<file path="src/rtl/byte_gather_n.sv">
// byte_gather_n: collects 1, 2, 4 or 8 consecutive bytes (run-time mode,
// clipped to MAX_BYTES) into one right-aligned, big-endian word and offers
// it downstream with a valid/ready handshake. The output word is held
// under backpressure, and a synchronous flush drops any partial word.
module byte_gather_n #(
    parameter int MAX_BYTES = 4,
    parameter int CNT_W     = 3
) (
    input  logic                   clk8,
    input  logic                   rst,
    input  logic                   enb,
    input  logic                   flush,
    input  logic [1:0]             mode,
    input  logic [7:0]             in_data,
    input  logic                   in_valid,
    output logic                   in_ready,
    output logic [8*MAX_BYTES-1:0] out_data,
    output logic [3:0]             out_bytes,
    output logic                   out_valid,
    input  logic                   out_ready,
    output logic [CNT_W-1:0]       byte_cnt
);

    localparam int W = 8 * MAX_BYTES;

    logic [W-1:0]     acc_reg;
    logic [W-1:0]     acc_shift;
    logic [W-1:0]     data_reg;
    logic [3:0]       bytes_reg;
    logic             valid_reg;
    logic [CNT_W-1:0] cnt_reg;
    logic [3:0]       n_lat_reg;

    logic [3:0]       pow_mode;
    logic [3:0]       n_mode;
    logic [3:0]       n_eff;
    logic [4:0]       cnt_inc;
    logic             accept;
    logic             word_done;
    logic             out_take;

    // Only combinational path from out_ready: a free output slot, or one
    // being emptied this cycle, lets a byte in.
    assign in_ready = enb & (~valid_reg | out_ready);

    // A byte presented alongside flush is discarded.
    assign accept   = in_valid & in_ready & ~flush;
    assign out_take = valid_reg & out_ready & enb;

    // Word length: 2^mode clipped to MAX_BYTES; latched value applies mid-word.
    always_comb begin
        pow_mode  = 4'd1 << mode;
        n_mode    = (pow_mode > 4'(MAX_BYTES)) ? 4'(MAX_BYTES) : pow_mode;
        n_eff     = (cnt_reg == '0) ? n_mode : n_lat_reg;
        cnt_inc   = 5'(cnt_reg) + 5'd1;
        word_done = accept && (cnt_inc == {1'b0, n_eff});
    end

    // Shift the accumulator up one byte lane and insert the new byte at the
    // bottom; after N shifts of a cleared accumulator the first byte sits in
    // lane N-1, giving a right-aligned big-endian word with zero upper lanes.
    genvar gi;
    generate
        for (gi = 0; gi < MAX_BYTES; gi++) begin : g_lane
            if (gi == 0) begin : g_low
                assign acc_shift[7:0] = in_data;
            end else begin : g_up
                assign acc_shift[8*gi +: 8] = acc_reg[8*(gi-1) +: 8];
            end
        end
    endgenerate

    // Gather state and output word; everything holds while enb is low.
    always_ff @(posedge clk8) begin
        if (rst) begin
            acc_reg   <= '0;
            data_reg  <= '0;
            bytes_reg <= 4'd1;
            valid_reg <= 1'b0;
            cnt_reg   <= '0;
            n_lat_reg <= 4'd1;
        end else if (enb) begin
            if (flush) begin
                cnt_reg <= '0;
                acc_reg <= '0;
            end else if (accept) begin
                if (cnt_reg == '0) begin
                    n_lat_reg <= n_mode;
                end
                if (word_done) begin
                    cnt_reg   <= '0;
                    acc_reg   <= '0;
                    data_reg  <= acc_shift;
                    bytes_reg <= n_eff;
                end else begin
                    cnt_reg <= cnt_reg + CNT_W'(1);
                    acc_reg <= acc_shift;
                end
            end
            // A completing word keeps out_valid high even if the old one
            // is taken in the same cycle.
            if (word_done) begin
                valid_reg <= 1'b1;
            end else if (out_take) begin
                valid_reg <= 1'b0;
            end
        end
    end

    assign out_data  = data_reg;
    assign out_bytes = bytes_reg;
    assign out_valid = valid_reg;
    assign byte_cnt  = cnt_reg;

endmodule

</file>
<file path="config.mk">
export PLATFORM = sky130hd
export DESIGN_NAME = byte_gather_n
export DESIGN_NICKNAME = d
export VERILOG_FILES = /design/src/rtl/byte_gather_n.sv
export SDC_FILE = /design/constraint.sdc
export NUM_CORES = 1
export LEC_CHECK = 0
export ABC_AREA = 1
export BUFFER_PORTS_ARGS = -buffer_cell sky130_fd_sc_hd__buf_4
export CORE_ASPECT_RATIO = 1.5
export CORE_MARGIN = 4
export CORE_UTILIZATION = 59
export CTS_CLUSTER_DIAMETER = 30
export DETAILED_ROUTE_END_ITERATION = 7
export PLACE_DENSITY = 0.84
export SLEW_MARGIN = 0
export SYNTH_ARGS = -nofsm -noshare
export SYNTH_HDL_FRONTEND = slang
export SYNTH_SLANG_ARGS = --single-unit
</file>
<file path="constraint.sdc">
create_clock -name clk8 -period 3.9 [get_ports clk8]
set_clock_uncertainty 0.15 [all_clocks]
set_input_delay 0.585 -clock clk8 [delete_from_list [all_inputs] [get_ports clk8]]
set_output_delay 0.585 -clock clk8 [all_outputs]
set_load 0.01 [all_outputs]
</file>
Word level (Yosys, flattened, before mapping)

Index checks and enable logic that the tools add are counted.

Register bits after elaboration: 68
Input port bits: 16
Output and inout bits: 41
Word-level logic and storage cells: 37

Add/sub/neg operators: 2
$lt $le $gt $ge: 1
Equal/unequal tests: 1
Shift-type cells: 1
Muxes and demuxes: 10
Bitwise gates (word level): 8
Reductions and logical operators: 8

Operators by type and width:

| cell                                                                  | number |
|---|---|
| 24-bit two-way mux                                                    | 3 |
| 3-bit two-way mux                                                     | 3 |
| 4-bit two-way mux                                                     | 2 |
| 1-bit AND                                                             | 5 |
| 3-bit by 1-bit adder with 4-bit output (second input constant)        | 1 |
| 4-bit equality test                                                   | 1 |
| 4-bit by 3-bit > comparator with 1-bit output (second input constant) | 1 |
| 2-bit AND reduction                                                   | 2 |
| 4-bit AND reduction                                                   | 1 |
| 2-bit nonzero test                                                    | 2 |
| 1-bit by 2-bit left shift with 4-bit output (first input constant)    | 1 |
| 3-bit by 1-bit adder with 3-bit output (second input constant)        | 1 |
| 3-bit zero test                                                       | 1 |
| 3-bit AND reduction                                                   | 1 |
| 1-bit two-way mux                                                     | 2 |
| 1-bit NOT                                                             | 2 |
| 1-bit logical AND                                                     | 1 |
| 1-bit OR                                                              | 1 |

Depth between registers and ports, before layout

Word-level depth: 9
Mapped depth: 14
Depth with buffers taken out: 13

Least setup slack after synthesis

No wires, ideal clock.

Path kind: reg2reg
Start: register cnt_reg[0], in the netlist byte_cnt[0]
End: register data_reg[23], in the netlist out_data[23]
Setup time: 113 ps
Arrival time: 1737 ps
Path slack: 1900 ps
Stages on the path, launching flop included: 13
Path through: dfxtp_1 -> inv_1 -> ha_1 -> nand3_1 -> nand2_1 -> nand2_1 -> nand2_1 -> nor2_4 -> nand3_2 -> buf_6 -> buf_6 -> nor2_1 -> nor2_1

Cells in the longest elaborated chain, start to end: 5
Elaborated cells between the ends (all ways): 6

Ends and longest elaborated chain:

| element                                                                                        | line | source |
|---|---|---|
| start, declared                                                                                | 31   | `logic [CNT_W-1:0] cnt_reg;` |
| start signal, assigned                                                                         | 96   | `cnt_reg <= cnt_reg + CNT_W'(1);` |
| parallel branches: the longest is 2 deep, another holds 3-bit by 1-bit adder with 4-bit output | --   |  |
| 4-bit equality test (*)                                                                        | 56   | `word_done = accept && (cnt_inc == {1'b0, n_eff});` |
| 1-bit logical AND (*)                                                                          | 56   |  |
| 4-bit AND reduction (no line) (*)                                                              | --   |  |
| end signal, assigned                                                                           | 93   | `data_reg <= acc_shift;` |
| end, declared                                                                                  | 28   | `logic [W-1:0] data_reg;` |

Mark *: on every way between the ends.
A chain may end at the register's enable or synchronous reset.

Final worst setup path

Start: register cnt_reg[0], in the netlist byte_cnt[0]
End: register acc_reg[1]

Cells in the longest elaborated chain, start to end: 7
Elaborated cells between the ends (all ways): 8

Ends and longest elaborated chain:

| element                                                                                        | line | source |
|---|---|---|
| parallel branches: the longest is 2 deep, another holds 3-bit by 1-bit adder with 4-bit output | --   |  |
| 4-bit equality test (*)                                                                        | 56   |  |
| 1-bit logical AND (*)                                                                          | 56   |  |
| 24-bit two-way mux (*)                                                                         | 90   | `if (word_done) begin` |
| 24-bit two-way mux (*)                                                                         | 86   | `end else if (accept) begin` |
| 24-bit two-way mux (*)                                                                         | 83   | `if (flush) begin` |
| end signal, assigned                                                                           | 97   | `acc_reg <= acc_shift;` |
| end, declared                                                                                  | 26   | `logic [W-1:0] acc_reg;` |

Mark *: on every way between the ends. The select of a mux whose other input is x is not followed.

==> metrics.md <==
| Metric | Value |
|---|---|
| Status | `completed` |
| Number of cell rows | `31` |
| Fin crit period | `2780 ps` |
| Die width | `66.4 um` |
| Register area | `between 1000 and 1500 um^2` |
| Crit path max-delay cell type | `buf_4` |
| Root Driver | `clkbuf_8` |
| Clock tree sinks | `approximately 70` |
| Net Sw Power | `approximately 340 uW` |
| Largest fanout on the critical path | `58` |
| RSZ-0062 raised after global routing | `no` |
| Total GRT Usage | `0.215` |
| Fin worst setup slack | `1120 ps` |
| Most frequent cell after synthesis | `nand2_1` |
| Seq pwr share | `0.518` |
| Antenna cells | `0` |
| Max FFs per register | `32` |
| Pins Over Slew Limit | `0` |
| Fill count | `between 400 and 500` |
| Total negative slack | `0 ps` |
| Comb power frac | `0.082` |
| Setup crit start kind | `flop` |
| Yosys top cell by area | `dfxtp_1` |
| Pre-CTS setup slack | `1160 ps` |
| Peak supply drop | `~0.27 mV` |
| Number of global-route vias before repair | `between 2k and 3k` |
| Post-DRT Antenna Nets | `0` |
| Port buffer count | `between 50 and 60` |
| Final hold slack | `roughly 320 ps` |
| Transition time at the pin with the least slew margin | `739 ps` |
| YS warnings | `0` |
| Max_cap viols | `0` |
| Critical Path, Cell by Cell | `inv_1, ha_1, inv_1, nor2_1, nand2_1, nand2_1, nand2_1, nand2_1, inv_2, nand3_4, buf_4, nand2_1, a21oi_1` |
| Req. time, crit path | `around 4000 ps` |
| Nets | `535` |
| Share of layout cells above drive strength 1 | `0.149` |
| Post-place instance area | `approximately 3400 um^2` |
| Final Hold Vio Count | `0` |
| Post-Route Utilization | `0.738` |
| Synth Cell Area | `between 3000 and 4000 um^2` |
| Crit path kind | `reg2reg` |
| Data arrival, critical path | `2900 ps` |
| Die H | `roughly 96 um` |
| Netlist cell types | `18` |
| Clk network pwr share | `0.399` |
| Max incr delay on CP | `between 500 and 600 ps` |
| Initial antenna violation count | `0` |
| Max_slew headroom | `0.504` |
| Clk Latency, worst-skew pair | `340 ps` |
| Synthesized Nets | `approximately 500` |
| Residual DRC | `0` |
| Leak Pwr | `roughly 1.8 nW` |
| WL per Instance | `10.8 um` |
| TritonCTS Buffers | `9` |
| Final instance area | `roughly 3600 um^2` |
| Pin count of the biggest net entering global routing | `59` |
| CP Capture Type | `flop` |
| Tcrit/Tclk final | `0.712` |
| Setup bufs post-CTS | `0` |
| Initial DRT Pass Iterations | `5` |
| Switching share of power | `0.246` |
| DR vias | `2790` |
| Flop and latch count out of synthesis | `around 70` |
| Internal power | `between 1 and 1.5 mW` |
| Pwr Density | `around 380 nW/um^2` |
| Primary FF master, synth | `dfxtp_1` |
| Core area | `between 4000 and 5000 um^2` |
| FFs w/ async S/R, synth | `0` |
| Cell repeated most along the worst path | `nand2_1` |
| H-Tree Depth | `3` |
| Post-synth EDFFs | `0` |
| # setup viols final | `0` |
| Die Footprint | `approximately 6400 um^2` |
| Seq/Total Area, Yosys | `0.451` |
| Vias/cell | `roughly 4.7` |
| CTS tree | `done` |
| Initial Utilization | `0.618` |
| Multi-input logic area | `~1200 um^2` |
| Post_cts resized | `0` |
| Iteration-0 DRC Markers | `205` |
| Dpl hpwl | `between 4000 and 5000 um` |
| Synth top area cells | `dfxtp_1 45%, nand2_1 19%, nor2_1 12%` |
| CTS max path bufs | `2` |
| Synth top cells by count | `150 x nand2_1, 94 x nor2_1, 76 x inv_1` |
| Worst min-delay path class | `reg2reg` |
| Global-route wire length before repair | `around 11000 um` |
| CTS clk-pin slew, worst paths | `70 ps` |
| I/O pin count | `between 50 and 60` |
| Syn Inst Count | `469` |
| FMAX | `about 0.36 GHz` |
| Post-synth top area share | `0.451` |
| P&R area growth vs syn | `19.4%` |
| GRT overflow | `0` |
| Gpl congestion | `approximately 0.9` |
| # hold bufs at CTS | `0` |
| Syn Area/Cell | `about 6.4 um^2` |
| WL final | `6350 um` |
layer usage:
| metal | routed length (um) | share of wire | vias up | GRT usage |
|---|---|---|---|---|
| met5 | 0 | 0 | - | 0 |
| met4 | 142 | 0.022 | 0 | 0.124 |
| met3 | 276 | 0.043 | 14 | 0.0283 |
| met2 | 3250 | 0.51 | 60 | 0.378 |
| met1 | 2680 | 0.42 | 1243 | 0.244 |
| li1 | - | - | 1473 | - |
cell usage in the layout (no fill, tap or decap):
cell type and instances:
a21oi_1 32, nor2_1 94, o21ai_0 5, ha_1 2, nand2_1 150, clkinv_2 3, o21ai_1 1, clkbuf_1 2
nand3_1 7, bufinv_16 1, clkbuf_8 9, nand4_1 5, dfxtp_1 68, clkinvlp_4 1, inv_1 76, clkinv_1 2
nand3_4 1, inv_2 2, nor2_4 2, buf_4 58, nand2_2 1
worst max-delay path: cells and delay by family, from the launching register on:
family,cells,cell delay [ps]
buf+inv,4,800
compound gates,1,170
fa+ha+maj,1,230
simple gates,7,990
flops,1,360
area by class of cell:
cell class	instances	area share
multi-input combinational	300	0.345
inverter	80	0.0832
timing repair buffer	58	0.121
clock inverter	5	0.0146
clock buffer	11	0.0364
sequential	68	0.377
tap	66	0.0229
path summary, 6_finish.rpt:
path                                               start                       end  slack, ps  cells after the start
worst max-delay path            byte_cnt[0]$_SDFFE_PP0P_   acc_reg[1]$_SDFFE_PP0P_       1120                     13
worst min-delay path            acc_reg[17]$_SDFFE_PP0P_  acc_reg[17]$_SDFFE_PP0P_        320                      2
worst max register to register  byte_cnt[0]$_SDFFE_PP0P_   acc_reg[1]$_SDFFE_PP0P_       1120                     13
worst min register to register  acc_reg[17]$_SDFFE_PP0P_  acc_reg[17]$_SDFFE_PP0P_        320                      2
logic make-up after synthesis:
family | share of synthesized area
buffers and inverters | 0.140
and+or+nand+nor | 0.338
adders and majority gates | 0.00828
AOI/OAI and AO/OA | 0.0630
DFF | 0.451
through the flow:
stage | power, mW | std cells
floorplan | 0.801 | 469
global placement | 0.841 | 572
detailed placement | 0.844 | 572
CTS | 1.39 | 588
global route | 1.43 | 588
finish | 1.38 | 588
power by group through the flow:
stage                     combinational, mW  sequential, mW  clock (mW)
final                                 0.113           0.715       0.551
after global routing                  0.128           0.716       0.589
after CTS                             0.115           0.715       0.558
after detailed placement              0.114           0.730           0
after global placement                0.111           0.730           0
after floorplan                      0.0684           0.733           0
Note: power is estimated with default switching activity, not from simulation.
